## config.mk

```make
export PLATFORM = sky130hd
export DESIGN_NAME = error_axis_sequencer
export DESIGN_NICKNAME = d
export VERILOG_FILES = /design/src/rtl/error_axis_sequencer.sv
export SDC_FILE = /design/constraint.sdc
export NUM_CORES = 1
export LEC_CHECK = 0
export BUFFER_PORTS_ARGS = -buffer_cell sky130_fd_sc_hd__buf_4
export CELL_PAD_IN_SITES_DETAIL_PLACEMENT = 1
export CELL_PAD_IN_SITES_GLOBAL_PLACEMENT = 2
export CORE_UTILIZATION = 21
export CTS_BUF_LIST = sky130_fd_sc_hd__clkbuf_16
export DETAILED_ROUTE_END_ITERATION = 8
export GPL_TIMING_DRIVEN = 1
export PLACE_DENSITY = 0.89
export SYNTH_ARGS = -nofsm -noshare
export SYNTH_HDL_FRONTEND = slang
export SYNTH_SLANG_ARGS = --single-unit
```

## constraint.sdc

```tcl
create_clock -name ERRSEQ_CLOCK_50 -period 2.9 [get_ports ERRSEQ_CLOCK_50]
set_clock_uncertainty 0.2 [all_clocks]
set_input_delay 0.58 -clock ERRSEQ_CLOCK_50 [delete_from_list [all_inputs] [get_ports ERRSEQ_CLOCK_50]]
set_output_delay 0.58 -clock ERRSEQ_CLOCK_50 [all_outputs]
set_load 0.1 [all_outputs]
```

## src/rtl/error_axis_sequencer.sv

```systemverilog
// Registered pose-error sequencer: aligns Y, then X, then Z, with settle counting and hysteresis regression.
// Optional ERRSEQ_PROP_EN selects a saturated proportional command magnitude instead of fixed SPEED.
module error_axis_sequencer #(
  parameter int                 N_WIDTH       = 17,
  parameter int                 Q_WIDTH       = 8,
  parameter logic [N_WIDTH-2:0] TH_Y          = 16'h0014,
  parameter logic [N_WIDTH-2:0] TH_X          = 16'h0014,
  parameter logic [N_WIDTH-2:0] TH_Z          = 16'h0A00,
  parameter logic [N_WIDTH-2:0] HYST          = 16'h0008,
  parameter logic [N_WIDTH-2:0] SPEED         = 16'h0060,
  parameter int                 SETTLE_CYCLES = 4,
  parameter int                 CNT_W         = 3
) (
  input  logic               ERRSEQ_CLOCK_50,
  input  logic               ERRSEQ_RESET_InLow,
  input  logic               ERRSEQ_ENABLE_In,
  input  logic               ERRSEQ_VALID_In,
  input  logic [N_WIDTH-1:0] ERRSEQ_X_InBus,
  input  logic [N_WIDTH-1:0] ERRSEQ_Y_InBus,
  input  logic [N_WIDTH-1:0] ERRSEQ_Z_InBus,
  output logic [N_WIDTH-1:0] ERRSEQ_VX_OutBus,
  output logic [N_WIDTH-1:0] ERRSEQ_VY_OutBus,
  output logic [N_WIDTH-1:0] ERRSEQ_WZ_OutBus,
  output logic               ERRSEQ_VEL_VALID_Out,
  output logic               ERRSEQ_DONE_Out,
  output logic [2:0]         ERRSEQ_STATE_OutBus
);

  localparam int M = N_WIDTH - 1;
  localparam logic [M-1:0]     FAR_Y      = TH_Y + HYST;
  localparam logic [M-1:0]     FAR_X      = TH_X + HYST;
  localparam logic [M-1:0]     FAR_Z      = TH_Z + HYST;
  localparam logic [CNT_W-1:0] SETTLE_CNT = CNT_W'(SETTLE_CYCLES);

  if (SETTLE_CYCLES < 1 || (1 << CNT_W) <= SETTLE_CYCLES || Q_WIDTH >= N_WIDTH) begin : g_param_check
    $error("error_axis_sequencer: inconsistent SETTLE_CYCLES/CNT_W/Q_WIDTH");
  end

  typedef enum logic [2:0] {
    IDLE    = 3'd0,
    ALIGN_Y = 3'd1,
    ALIGN_X = 3'd2,
    ALIGN_Z = 3'd3,
    DONE    = 3'd4
  } state_t;

  state_t             state, state_nx;
  logic [CNT_W-1:0]   cnt, cnt_nx, cnt_inc;
  logic [N_WIDTH-1:0] vx, vy, wz, vx_nx, vy_nx, wz_nx;
  logic               pulse, pulse_nx;

  logic [M-1:0]       mag_x, mag_y, mag_z;
  logic [M-1:0]       amt_x, amt_y, amt_z;
  logic               oob_x, oob_y, oob_z;
  logic               far_x, far_y, far_z;
  logic               settled;
  logic [N_WIDTH-1:0] cmd_x, cmd_y, cmd_z;

  assign mag_x = ERRSEQ_X_InBus[M-1:0];
  assign mag_y = ERRSEQ_Y_InBus[M-1:0];
  assign mag_z = ERRSEQ_Z_InBus[M-1:0];

  assign oob_x = mag_x > TH_X;
  assign oob_y = mag_y > TH_Y;
  assign oob_z = mag_z > TH_Z;
  assign far_x = mag_x > FAR_X;
  assign far_y = mag_y > FAR_Y;
  assign far_z = mag_z > FAR_Z;

`ifdef ERRSEQ_PROP_EN
  assign amt_x = (mag_x < SPEED) ? mag_x : SPEED;
  assign amt_y = (mag_y < SPEED) ? mag_y : SPEED;
  assign amt_z = (mag_z < SPEED) ? mag_z : SPEED;
`else
  assign amt_x = SPEED;
  assign amt_y = SPEED;
  assign amt_z = SPEED;
`endif

  // Lateral command opposes the X error sign; the other axes follow their error sign.
  assign cmd_y = {ERRSEQ_Y_InBus[N_WIDTH-1], amt_y};
  assign cmd_x = {~ERRSEQ_X_InBus[N_WIDTH-1], amt_x};
  assign cmd_z = {ERRSEQ_Z_InBus[N_WIDTH-1], amt_z};

  assign cnt_inc = (cnt == '1) ? cnt : cnt + 1'b1;
  assign settled = (cnt_inc == SETTLE_CNT);

  always_ff @(posedge ERRSEQ_CLOCK_50 or negedge ERRSEQ_RESET_InLow) begin
    if (!ERRSEQ_RESET_InLow) begin
      state <= IDLE;
      cnt   <= '0;
      vx    <= '0;
      vy    <= '0;
      wz    <= '0;
      pulse <= 1'b0;
    end else begin
      state <= state_nx;
      cnt   <= cnt_nx;
      vx    <= vx_nx;
      vy    <= vy_nx;
      wz    <= wz_nx;
      pulse <= pulse_nx;
    end
  end

  always_comb begin
    state_nx = state;
    cnt_nx   = cnt;
    vx_nx    = vx;
    vy_nx    = vy;
    wz_nx    = wz;
    pulse_nx = 1'b0;
    if (!ERRSEQ_ENABLE_In) begin
      state_nx = IDLE;
      cnt_nx   = '0;
      vx_nx    = '0;
      vy_nx    = '0;
      wz_nx    = '0;
    end else if (state == IDLE) begin
      state_nx = ALIGN_Y;
      cnt_nx   = '0;
      vx_nx    = '0;
      vy_nx    = '0;
      wz_nx    = '0;
    end else if (ERRSEQ_VALID_In) begin
      pulse_nx = 1'b1;
      cnt_nx   = '0;
      vx_nx    = '0;
      vy_nx    = '0;
      wz_nx    = '0;
      case (state)
        ALIGN_Y: begin
          if (oob_y)        vx_nx    = cmd_y;
          else if (settled) state_nx = ALIGN_X;
          else              cnt_nx   = cnt_inc;
        end
        ALIGN_X: begin
          if (far_y) begin
            state_nx = ALIGN_Y;
            vx_nx    = cmd_y;
          end else if (oob_x) vy_nx    = cmd_x;
          else if (settled)   state_nx = ALIGN_Z;
          else                cnt_nx   = cnt_inc;
        end
        ALIGN_Z: begin
          if (far_y) begin
            state_nx = ALIGN_Y;
            vx_nx    = cmd_y;
          end else if (far_x) begin
            state_nx = ALIGN_X;
            vy_nx    = cmd_x;
          end else if (oob_z) wz_nx    = cmd_z;
          else if (settled)   state_nx = DONE;
          else                cnt_nx   = cnt_inc;
        end
        DONE: begin
          if (far_y) begin
            state_nx = ALIGN_Y;
            vx_nx    = cmd_y;
          end else if (far_x) begin
            state_nx = ALIGN_X;
            vy_nx    = cmd_x;
          end else if (far_z) begin
            state_nx = ALIGN_Z;
            wz_nx    = cmd_z;
          end
        end
        default: state_nx = IDLE;
      endcase
    end
  end

  assign ERRSEQ_VX_OutBus     = vx;
  assign ERRSEQ_VY_OutBus     = vy;
  assign ERRSEQ_WZ_OutBus     = wz;
  assign ERRSEQ_VEL_VALID_Out = pulse;
  assign ERRSEQ_DONE_Out      = (state == DONE);
  assign ERRSEQ_STATE_OutBus  = state;

endmodule

```

==> run metrics <==
CTS tree built; static leakage 0.983 nW; number of global-route vias before repair 1500; overall die area 0.00769 mm²; total via count in the routed design 1436; fraction of the yosys area taken by sequential cells 21.1%; setup repair after global routing missed its margin no; hold path depth 2; depth of the worst register-to-register path 8; setup-violating endpoint count in the final report 0; Hold WS 0.299 ns; final global-route overflow total 0; synthesized area per cell 8.52 µm²; number of core rows 30; actual transition at the worst max-transition pin 0.588 ns; wirelength, routed 4.02 mm; final RePlAce weighted congestion 0.752; post-synthesis to final-layout area growth 34.7%; router iterations before antenna repair 4; headroom to the max-slew limit 60.7%; clk slew on worst S/H paths 0.05 ns; Num CTS Buffers 3; pwr/cell area 568 mW/mm²; stage delay of the slowest cell on the critical path 0.53 ns; aggregate global-route resource usage 10.8%; asr flop ratio synth 100%; crit-path cells nor2_1, and2_1, buf_4; path length in cells of the critical path 3; Iteration-0 DRC Markers 60; unique cell type count in the Yosys netlist 56; final critical delay including setup and external delays 2.44 ns; number of placed instances with taps included 339; PnR worst setup slack 0.461 ns; Post-Syn Area 0.00154 mm²; Buf/Inv on CP 1; area inside the core boundary 0.00694 mm²; class of the most critical hold timing path flip-flop to flip-flop; gate count after technology mapping 181; detailed-route wire length per cell 11.7 µm; Setup Crit Path Kind flip-flop to primary output; portion of synthesized cell area occupied by the leading cell type 21.9%; Die Span Y 87.7 µm; maximum number of pins on one net before global-route repair 16; total power 1.18 mW; maximum clock rate 410 MHz; final number of max-transition violations 0; maxcap violations 0; ant diodes 0; setup_tns 0 ns; Die W 87.7 µm; global-route wire length before repair 6.73 mm; crit path max fanout 13; buffers inserted during post-CTS setup optimization 0; Ys Warns 0; kind of end point of the critical path primary output; # fillers 859; I/O pin count 111; worst vdd ir 182 µV; top cell family by delay on the critical path simple AND/OR/NAND/NOR gates; endpoints failing hold 0; master of the slowest instance on the critical path sky130_fd_sc_hd__dfrtp_1; DP Wirelength 3.46 mm; DRC violation count after routing 0; TritonCTS sink count 13; final cell count without fillers 344; cell taking the most area after synthesis sky130_fd_sc_hd__buf_4; required time of the worst setup path 2.12 ns; flip-flop cell with the highest count after synthesis sky130_fd_sc_hd__dfrtp_1; main area contributors after synthesis sky130_fd_sc_hd__buf_4, sky130_fd_sc_hd__dfrtp_1, sky130_fd_sc_hd__nand2_1, sky130_fd_sc_hd__nor4_4, sky130_fd_sc_hd__a21oi_1; FF+latch count, synth 13; top-count cell post-synth sky130_fd_sc_hd__buf_4; detail-routed via count per cell 4.17; number of enable-type register cells in the synthesized netlist 0; count of buffers inserted at the top-level ports 68; Initial Utilization 22.2%; root buffer cell sky130_fd_sc_hd__clkbuf_16; maximum level of the CTS H-tree 1; number of routed nets with antenna violations 0; fraction of final layout cells sized beyond drive strength 1 37.5%; post-layout net count 305; latest clock arrival within the worst-skew pair 0.24 ns; clock buffer depth 2; run status completed; worst path arrival time 1.66 ns; Worst Setup Slack post-DPL 0.334 ns; share of the clock period used by the worst path after layout 84.1%; critical path startpoint category flip-flop; Post-synth top cells sky130_fd_sc_hd__buf_4, sky130_fd_sc_hd__nand2_1, sky130_fd_sc_hd__dfrtp_1, sky130_fd_sc_hd__nor2_1; initial antenna violation count 0
-- worst min-delay path, cell delays in order, from the launching register on --
cell,delay (ns)
sky130_fd_sc_hd__dfrtp_1,0.34
sky130_fd_sc_hd__nand2_1,0.05
sky130_fd_sc_hd__o21ai_0,0.07
-- state kept, by name (all words and copies together) (netlist names) --
register and cells:
ERRSEQ_VEL_VALID_Out 1, ERRSEQ_STATE_OutBus 3, ERRSEQ_VX_OutBus 2, ERRSEQ_VY_OutBus 2, ERRSEQ_WZ_OutBus 2, cnt 3
-- cell type report --
type,instances,area (µm²),area share [%]
repair buffers,71,536,25.8
well taps,96,120,5.78
inverters,3,11.3,0.542
clock buffers,3,75.1,3.61
multi-input cells,157,1010,48.5
clock inverters,1,3.75,0.181
flip-flops and latches,13,325,15.7
-- cells in the final DEF (no fill, tap or decap), types with 2 or more instances in the layout --
cell type,netlist,final
sky130_fd_sc_hd__o2111ai_1,2,2
sky130_fd_sc_hd__buf_4,45,70
sky130_fd_sc_hd__nand2b_1,3,3
sky130_fd_sc_hd__nor4_1,2,2
sky130_fd_sc_hd__nand4_1,3,3
sky130_fd_sc_hd__o21ai_0,6,6
sky130_fd_sc_hd__conb_1,1,42
sky130_fd_sc_hd__inv_1,3,4
sky130_fd_sc_hd__dfrtp_1,13,13
sky130_fd_sc_hd__clkbuf_16,0,3
sky130_fd_sc_hd__nor3b_1,2,2
sky130_fd_sc_hd__and2_1,2,2
sky130_fd_sc_hd__o21a_1,3,3
sky130_fd_sc_hd__nor2_1,8,8
sky130_fd_sc_hd__a22o_1,3,3
sky130_fd_sc_hd__a21oi_1,6,6
sky130_fd_sc_hd__nor4_4,4,4
sky130_fd_sc_hd__nor3_1,3,3
sky130_fd_sc_hd__a21o_1,4,4
sky130_fd_sc_hd__nor3_2,3,3
sky130_fd_sc_hd__o21ai_1,3,3
sky130_fd_sc_hd__nand2_1,24,24
-- routing by layer --
| metal | up-vias | wire length [µm] | global-route usage, % |
|---|---|---|---|
| li1 | 705 | - | - |
| met1 | 679 | 1660 | 12.8 |
| met5 | - | 0 | 0 |
| met3 | 2 | 179 | 1.04 |
| met4 | 0 | 18 | 1.79 |
| met2 | 50 | 2160 | 20.9 |
-- repair_timing --
item | 4_1_cts | 5_1_grt
hold endpoints to repair | 13 | 0
hold buffers | 1 | 0
resized for setup | 0 | 0
-- per-stage QoR --
stage	util, %	instance area [µm²]
2_1_floorplan	-	1700
3_3_place_gp	28.6	1990
3_5_place_dp	28.6	1990
4_1_cts	29.9	2080
5_1_grt	29.9	2080
6_report	29.9	2080
-- power breakdown --
part | switching, mW | internal, mW
clock network | 0.0719 | 0.181
registers | 0.0415 | 0.198
logic | 0.517 | 0.170
total | 0.630 | 0.549
-- cell families (layout without fill, tap and decap cells) --
kind of cell / after synthesis / after routing / synth area share, %
and+or+nand+nor: 69 / 69 / 32.4
buffers and inverters: 52 / 78 / 23.6
AOI/OAI and AO/OA: 43 / 43 / 20.7
DFF: 13 / 13 / 21.1
adders and majority gates: 1 / 1 / 0.811
other: 1 / 42 / 0.243
xor gates and xnor gates: 1 / 1 / 0.568
muxes: 1 / 1 / 0.649
-- worst paths after layout --
kind,start,end,slack (ns)
max,ERRSEQ_STATE_OutBus[0],ERRSEQ_DONE_Out,0.46
min,ERRSEQ_VX_OutBus[16],ERRSEQ_VX_OutBus[16],0.30
max reg2reg,cnt[0],ERRSEQ_STATE_OutBus[0],0.52
min reg2reg,ERRSEQ_VX_OutBus[16],ERRSEQ_VX_OutBus[16],0.30
max in group asynchronous,ERRSEQ_RESET_InLow,ERRSEQ_WZ_OutBus[16],1.80
min in group asynchronous,ERRSEQ_RESET_InLow,cnt[2],0.53
Note: power is estimated with default switching activity, not from simulation.
